`config.mk`:
```
export PLATFORM = sky130hd
export DESIGN_NAME = fram_bank_mgr
export DESIGN_NICKNAME = d
export VERILOG_FILES = /design/src/rtl/fram_bank_mgr.sv
export SDC_FILE = /design/constraint.sdc
export NUM_CORES = 1
export LEC_CHECK = 0
export ABC_AREA = 0
export BUFFER_PORTS_ARGS = -buffer_cell sky130_fd_sc_hd__clkbuf_2
export CAP_MARGIN = 5
export CORE_MARGIN = 2
export CORE_UTILIZATION = 46
export DETAILED_ROUTE_END_ITERATION = 12
export PLACE_DENSITY_LB_ADDON = 0.12
export SKIP_LAST_GASP = 1
export SLEW_MARGIN = 20
export SYNTH_ARGS = -nofsm -noshare
export SYNTH_HDL_FRONTEND = slang
export SYNTH_SLANG_ARGS = --single-unit
```
`constraint.sdc`:
```
create_clock -name ddr_clk -period 2.74 [get_ports ddr_clk]
set_input_delay 0.274 -clock ddr_clk [delete_from_list [all_inputs] [get_ports ddr_clk]]
set_output_delay 0.274 -clock ddr_clk [all_outputs]
set_load 0.005 [all_outputs]
```
`src/rtl/fram_bank_mgr.sv`:
```
// Frame-bank manager: rotates the writer and reader across NUM_FRAMES DDR banks without tearing,
// and arbitrates write/read bursts round-robin onto one command port with one command outstanding.
module fram_bank_mgr #(
    parameter int unsigned          ADDR_WIDTH       = 28,
    parameter int unsigned          LEN_WIDTH        = 32,
    parameter int unsigned          FRAME_ADDR_WIDTH = 22,
    parameter int unsigned          NUM_FRAMES       = 3,
    parameter int unsigned          BANK_W           = 3,
    parameter logic [ADDR_WIDTH-1:0] ADDR_OFFSET     = '0
) (
    input  logic                        ddr_clk,
    input  logic                        ddr_rstn,
    input  logic                        wr_frame_start,
    input  logic                        wr_frame_done,
    input  logic                        rd_frame_start,
    input  logic                        wr_req,
    input  logic [FRAME_ADDR_WIDTH-1:0] wr_offset,
    input  logic [LEN_WIDTH-1:0]        wr_len,
    output logic                        wr_ack,
    output logic                        wr_done,
    input  logic                        rd_req,
    input  logic [FRAME_ADDR_WIDTH-1:0] rd_offset,
    input  logic [LEN_WIDTH-1:0]        rd_len,
    output logic                        rd_ack,
    output logic                        rd_done,
    output logic                        cmd_en,
    output logic                        cmd_wr,
    output logic [ADDR_WIDTH-1:0]       cmd_addr,
    output logic [LEN_WIDTH-1:0]        cmd_len,
    input  logic                        cmd_ready,
    input  logic                        cmd_done,
    output logic [BANK_W-1:0]           wr_bank,
    output logic [BANK_W-1:0]           rd_bank,
    output logic                        init_done,
    output logic                        frame_irq
);

    typedef enum logic [1:0] {
        ST_IDLE  = 2'd0,
        ST_ISSUE = 2'd1,
        ST_WAIT  = 2'd2
    } state_e;

    localparam logic [BANK_W-1:0] LAST_BANK = BANK_W'(NUM_FRAMES - 1);

    function automatic logic [BANK_W-1:0] bank_inc(input logic [BANK_W-1:0] b);
        return (b >= LAST_BANK) ? '0 : b + BANK_W'(1);
    endfunction

    function automatic logic [ADDR_WIDTH-1:0] bank_addr(input logic [BANK_W-1:0]           b,
                                                        input logic [FRAME_ADDR_WIDTH-1:0] off);
        return ADDR_OFFSET + (ADDR_WIDTH'(b) << FRAME_ADDR_WIDTH) + ADDR_WIDTH'(off);
    endfunction

    state_e                  state_q, state_d;
    logic [BANK_W-1:0]       wr_bank_q, wr_bank_d;
    logic [BANK_W-1:0]       rd_bank_q, rd_bank_d;
    logic [BANK_W-1:0]       latest_q, latest_d;
    logic                    fresh_q, fresh_d;
    logic                    init_done_q, init_done_d;
    logic                    frame_irq_q, frame_irq_d;
    logic                    last_wr_q, last_wr_d;
    logic                    gnt_wr_q, gnt_wr_d;
    logic                    cmd_en_q, cmd_en_d;
    logic                    cmd_wr_q, cmd_wr_d;
    logic [ADDR_WIDTH-1:0]   cmd_addr_q, cmd_addr_d;
    logic [LEN_WIDTH-1:0]    cmd_len_q, cmd_len_d;
    logic                    wr_ack_q, wr_ack_d;
    logic                    rd_ack_q, rd_ack_d;
    logic                    wr_done_q, wr_done_d;
    logic                    rd_done_q, rd_done_d;

    logic                    fwd_fresh;
    logic [BANK_W-1:0]       fwd_latest;
    logic [BANK_W-1:0]       rot_bank;
    logic                    pick_wr;

    // Bank bookkeeping and arbiter next state
    always_comb begin
        state_d     = state_q;
        wr_bank_d   = wr_bank_q;
        rd_bank_d   = rd_bank_q;
        latest_d    = latest_q;
        fresh_d     = fresh_q;
        init_done_d = init_done_q;
        frame_irq_d = wr_frame_done;
        last_wr_d   = last_wr_q;
        gnt_wr_d    = gnt_wr_q;
        cmd_en_d    = cmd_en_q;
        cmd_wr_d    = cmd_wr_q;
        cmd_addr_d  = cmd_addr_q;
        cmd_len_d   = cmd_len_q;
        wr_ack_d    = 1'b0;
        rd_ack_d    = 1'b0;
        wr_done_d   = 1'b0;
        rd_done_d   = 1'b0;
        pick_wr     = 1'b0;

        // A frame finishing in the same cycle the reader starts is handed straight to the reader
        fwd_fresh  = fresh_q | wr_frame_done;
        fwd_latest = wr_frame_done ? wr_bank_q : latest_q;

        if (wr_frame_done) begin
            latest_d    = wr_bank_q;
            fresh_d     = 1'b1;
            init_done_d = 1'b1;
        end

        if (rd_frame_start && fwd_fresh) begin
            rd_bank_d = fwd_latest;
            fresh_d   = 1'b0;
        end

        // Rotation sees the reader's updated bank so the writer never lands on it
        rot_bank = bank_inc(wr_bank_q);
        if (rot_bank == rd_bank_d) begin
            rot_bank = bank_inc(rot_bank);
        end
        if (wr_frame_start) begin
            wr_bank_d = rot_bank;
        end

        unique case (state_q)
            ST_IDLE: begin
                if (wr_req || rd_req) begin
                    pick_wr    = wr_req && (!rd_req || !last_wr_q);
                    gnt_wr_d   = pick_wr;
                    cmd_en_d   = 1'b1;
                    cmd_wr_d   = pick_wr;
                    cmd_addr_d = pick_wr ? bank_addr(wr_bank_q, wr_offset)
                                         : bank_addr(rd_bank_q, rd_offset);
                    cmd_len_d  = pick_wr ? wr_len : rd_len;
                    state_d    = ST_ISSUE;
                end
            end
            ST_ISSUE: begin
                if (cmd_ready) begin
                    cmd_en_d = 1'b0;
                    wr_ack_d = gnt_wr_q;
                    rd_ack_d = !gnt_wr_q;
                    state_d  = ST_WAIT;
                end
            end
            ST_WAIT: begin
                if (cmd_done) begin
                    wr_done_d = gnt_wr_q;
                    rd_done_d = !gnt_wr_q;
                    last_wr_d = gnt_wr_q;
                    state_d   = ST_IDLE;
                end
            end
            default: begin
                state_d = ST_IDLE;
            end
        endcase
    end

    always_ff @(posedge ddr_clk or negedge ddr_rstn) begin
        if (!ddr_rstn) begin
            state_q     <= ST_IDLE;
            wr_bank_q   <= '0;
            rd_bank_q   <= '0;
            latest_q    <= '0;
            fresh_q     <= 1'b0;
            init_done_q <= 1'b0;
            frame_irq_q <= 1'b0;
            last_wr_q   <= 1'b0;
            gnt_wr_q    <= 1'b0;
            cmd_en_q    <= 1'b0;
            cmd_wr_q    <= 1'b0;
            cmd_addr_q  <= '0;
            cmd_len_q   <= '0;
            wr_ack_q    <= 1'b0;
            rd_ack_q    <= 1'b0;
            wr_done_q   <= 1'b0;
            rd_done_q   <= 1'b0;
        end else begin
            state_q     <= state_d;
            wr_bank_q   <= wr_bank_d;
            rd_bank_q   <= rd_bank_d;
            latest_q    <= latest_d;
            fresh_q     <= fresh_d;
            init_done_q <= init_done_d;
            frame_irq_q <= frame_irq_d;
            last_wr_q   <= last_wr_d;
            gnt_wr_q    <= gnt_wr_d;
            cmd_en_q    <= cmd_en_d;
            cmd_wr_q    <= cmd_wr_d;
            cmd_addr_q  <= cmd_addr_d;
            cmd_len_q   <= cmd_len_d;
            wr_ack_q    <= wr_ack_d;
            rd_ack_q    <= rd_ack_d;
            wr_done_q   <= wr_done_d;
            rd_done_q   <= rd_done_d;
        end
    end

    assign wr_bank   = wr_bank_q;
    assign rd_bank   = rd_bank_q;
    assign init_done = init_done_q;
    assign frame_irq = frame_irq_q;
    assign cmd_en    = cmd_en_q;
    assign cmd_wr    = cmd_wr_q;
    assign cmd_addr  = cmd_addr_q;
    assign cmd_len   = cmd_len_q;
    assign wr_ack    = wr_ack_q;
    assign rd_ack    = rd_ack_q;
    assign wr_done   = wr_done_q;
    assign rd_done   = rd_done_q;

endmodule

```
==> run_results.csv <==
group,metric,value,unit
synth,ys_warn_count,0,
detailed_routing,wl_per_cell,13.60,um
detailed_routing,vias,3173,
synth,yosysSeqAreaShare,52.68,%
clock_network,numCtsBuffers,9,
sta,finalCriticalPeriod,2.278,ns
synth,ys_types,44,
detailed_routing,wirelength,8.814,mm
finish,drive_gt1_share,40.11,%
clock_network,clk_pin_slew,0.09,ns
global_routing,grt_pass1_vias,2827,
clock_network,postCtsHoldBufs,0,
pwr,ir_drop,0.4908,mV
sta,fin_crit_sh,83.16,%
die,start_util,47.70,%
finish,seqCellArea,1952,sq um
detailed_routing,avgViaCountPerCell,4.897,
pwr,comb_power_share,39.2,%
detailed_routing,drt-initial-drc-count,64,
finish,fin_util,63.90,%
pwr,seqPwrFrac,39.6,%
finish,antennaDiodeCount,0,
sta,finalHoldWorstSlack,0.07472,ns
place,place.gp.congestion,0.9443,
synth,synthesis.area,3705,sq um
synth,synth_top_area_cell,"dfrtp_1",
finish,final_nets,662,
finish,multi_input_area,1644,sq um
outcome,status,"finished, final reports clean",
synth,yosys.area.top_type_share,52.68,%
detailed_routing,ant_nets,0,
synth,syn_area_per_cell,10.29,sq um
die,coreArea,7767,sq um
global_routing,overflow,0,
sta,max_slew_margin,35.70,%
clock_network,cts_buffer_depth,2,
global_routing,grt_max_degree,79,
finish,nFillCells,660,
finish,finalNonFillerCells,648,
synth,synthArstFlopShare,100.0,%
finish,final_common_cell,"clkbuf_2",
finish,synthToLayoutAreaGrowth,33.98,%
synth,yosys_most_used_dff,"dfrtp_1",
detailed_routing,drt_pre_antenna_iters,4,
global_routing,grt_usage,19.57,%
pwr,switchingPower,1.820,mW
die,ios,191,
place,dpl.hpwl,6.647,mm
clock_network,root_buffer,"clkbuf_8",
worst_setup_path,slowest_delay,0.48,ns
worst_setup_path,critPathMaxFanout,8,
sta,rsz0062_at_grt,"false",
clock_network,insertion_delay,0.34,ns
clock_network,post-cts-setup-buffer-count,0,
synth,yosys_register_bits,78,
synth,synth_edf_count,0,
min_path,hold_class,"in -> async",
pwr,p_int,3.146,mW
worst_setup_path,cpMostUsedCell,"ha_1",
sta,clock.fmax,0.4389,GHz
pwr,pwr_density_cell,1000,nW/um^2
sta,clock_skew,0.01314,ns
detailed_routing,drc,0,
die,rows,32,
place,io_buffers,187,
die,die_w,93.75,um
global_routing,antenna_found_initial,0,
worst_setup_path,crit_type,"reg -> reg",
sta,finalSetupViolCount,0,
place,dp_cells,632,
sta,worst-slew-pin-transition,0.9645,ns
pwr,finalPower,4.966,mW
worst_setup_path,path_cells,"inv_1 -> ha_1 -> nor3_1 -> nand2_1 -> ha_1 -> nor4_1 -> nand3_1 -> a31oi_1",
finish,final_cell_mix,"clkbuf_2 (186), dfrtp_1 (78), nand2_1 (66), o21ai_0 (60), mux2i_1 (57)",
clock_network,cts_sinks,78,
worst_setup_path,cpMaxStageDelayCell,"dfrtp_1",
sta,fin_setup_tns,0,ns
sta,hold_viol,0,
worst_setup_path,cp-end-kind,"flop",
pwr,p_leak,2.653,nW
sta,slew_violations,0,
clock_network,cts_tree,"done",
global_routing,grt_pass1_wl,13.50,mm
pwr,p_clk_share,21.1,%
pwr,netSwitchingFraction,36.64,%
synth,yosys-top-cells-area,"dfrtp_1 (53%), mux2i_1 (15%), o21ai_0 (8.1%)",
synth,synth_cells,360,
clock_network,htreeDepth,3,
worst_setup_path,cp-start-kind,"flop",
clock_network,post_cts_resized,0,
worst_setup_path,cp_data_arrival_time,2.55,ns
die,dieHeight,93.75,um
die,die-area,8788,sq um
run,maxCapViolations,0,
worst_setup_path,cp_data_required_time,3.01,ns
-- cell usage after synthesis, types with 2 or more instances --
master	count
o21a_1	2
nor2_1	14
dfrtp_1	78
xnor2_1	2
a21oi_1	3
mux2_2	3
inv_1	7
mux2i_1	57
nor3_1	2
buf_2	6
nand3_1	2
nor4_1	2
nand3b_1	3
nand2b_1	4
o21ai_1	2
ha_1	4
nand2_1	66
buf_4	3
o21ai_0	60
clkbuf_1	12
and2_1	2
nand4bb_1	2
a31oi_1	3
-- kinds of logic (layout without fill, tap and decap cells) --
logic type	Yosys count	after routing	share of synthesized area, %
buf+inv	30	214	3.749
xor+xnor	2	2	0.4729
fa+ha+maj	4	4	1.351
other cells	1	3	0.1012
compound gates	81	81	12.80
flops	78	78	52.68
mux	60	60	16.31
simple gates	104	104	12.53
-- per-layer routing --
metal | global-route usage, % | wire, um | vias to the layer above
met3 | 4.013 | 650 | 13
met2 | 32.38 | 4242 | 124
met4 | 7.246 | 139 | 0
met1 | 25.41 | 3782 | 1436
met5 | 0 | 0 | -
li1 | - | - | 1600
-- worst max-delay path, delay by kind of cell, from the launching register on --
kind,cells,cell delay (ns)
simple gates,4,0.99
compound gates,1,0.19
flops,1,0.48
buf+inv,1,0.09
fa+ha+maj,2,0.45
-- area by class of cell --
cell class / count / share of cell area [%]
Clock buffer: 9 / 2.496
Clock inverter: 7 / 2.445
Inverter: 7 / 0.5294
Multi-Input combinational cell: 254 / 33.12
Sequential cell: 78 / 39.32
Tap cell: 102 / 2.571
Timing Repair Buffer: 191 / 19.51
-- final timing paths --
kind / endpoint / startpoint / slack [ns] / cells after the start
setup / recovery: wr_bank[2] / wr_bank[0] / 0.46 / 8
hold / removal: cmd_addr[1] / ddr_rstn / 0.07 / 1
setup reg to reg: wr_bank[2] / wr_bank[0] / 0.46 / 8
hold reg to reg: init_done / init_done / 0.48 / 1
max in group asynchronous: cmd_addr[14] / ddr_rstn / 2.03 / 1
min in group ddr_clk: state_q[0] / cmd_ready / 0.13 / 2
-- stage by stage --
step / cell area, sq um / setup WS, ns
finish: 4964 / 0.4616
global route: 4964 / 0.2017
CTS: 4964 / 0.4874
detailed placement: 4718 / 0.5202
global placement: 4718 / 0.5952
floorplan: 3712 / 0.7118
-- power groups by stage --
stage	registers, mW	logic [mW]	clock network, mW
detailed placement	1.99	1.99	0
floorplan	2.00	1.10	0
global placement	1.97	1.92	0
finish	1.97	1.95	1.05
global route	2.04	2.21	1.12
CTS	1.98	1.99	1.07
-- flip-flops by register name (all words and copies together), names as in the netlist, 2 cells and up --
signal / count
cmd_len: 32
cmd_addr: 25
latest_q: 3
rd_bank: 3
wr_bank: 3
state_q: 2
Note: power is estimated with default switching activity, not from simulation.
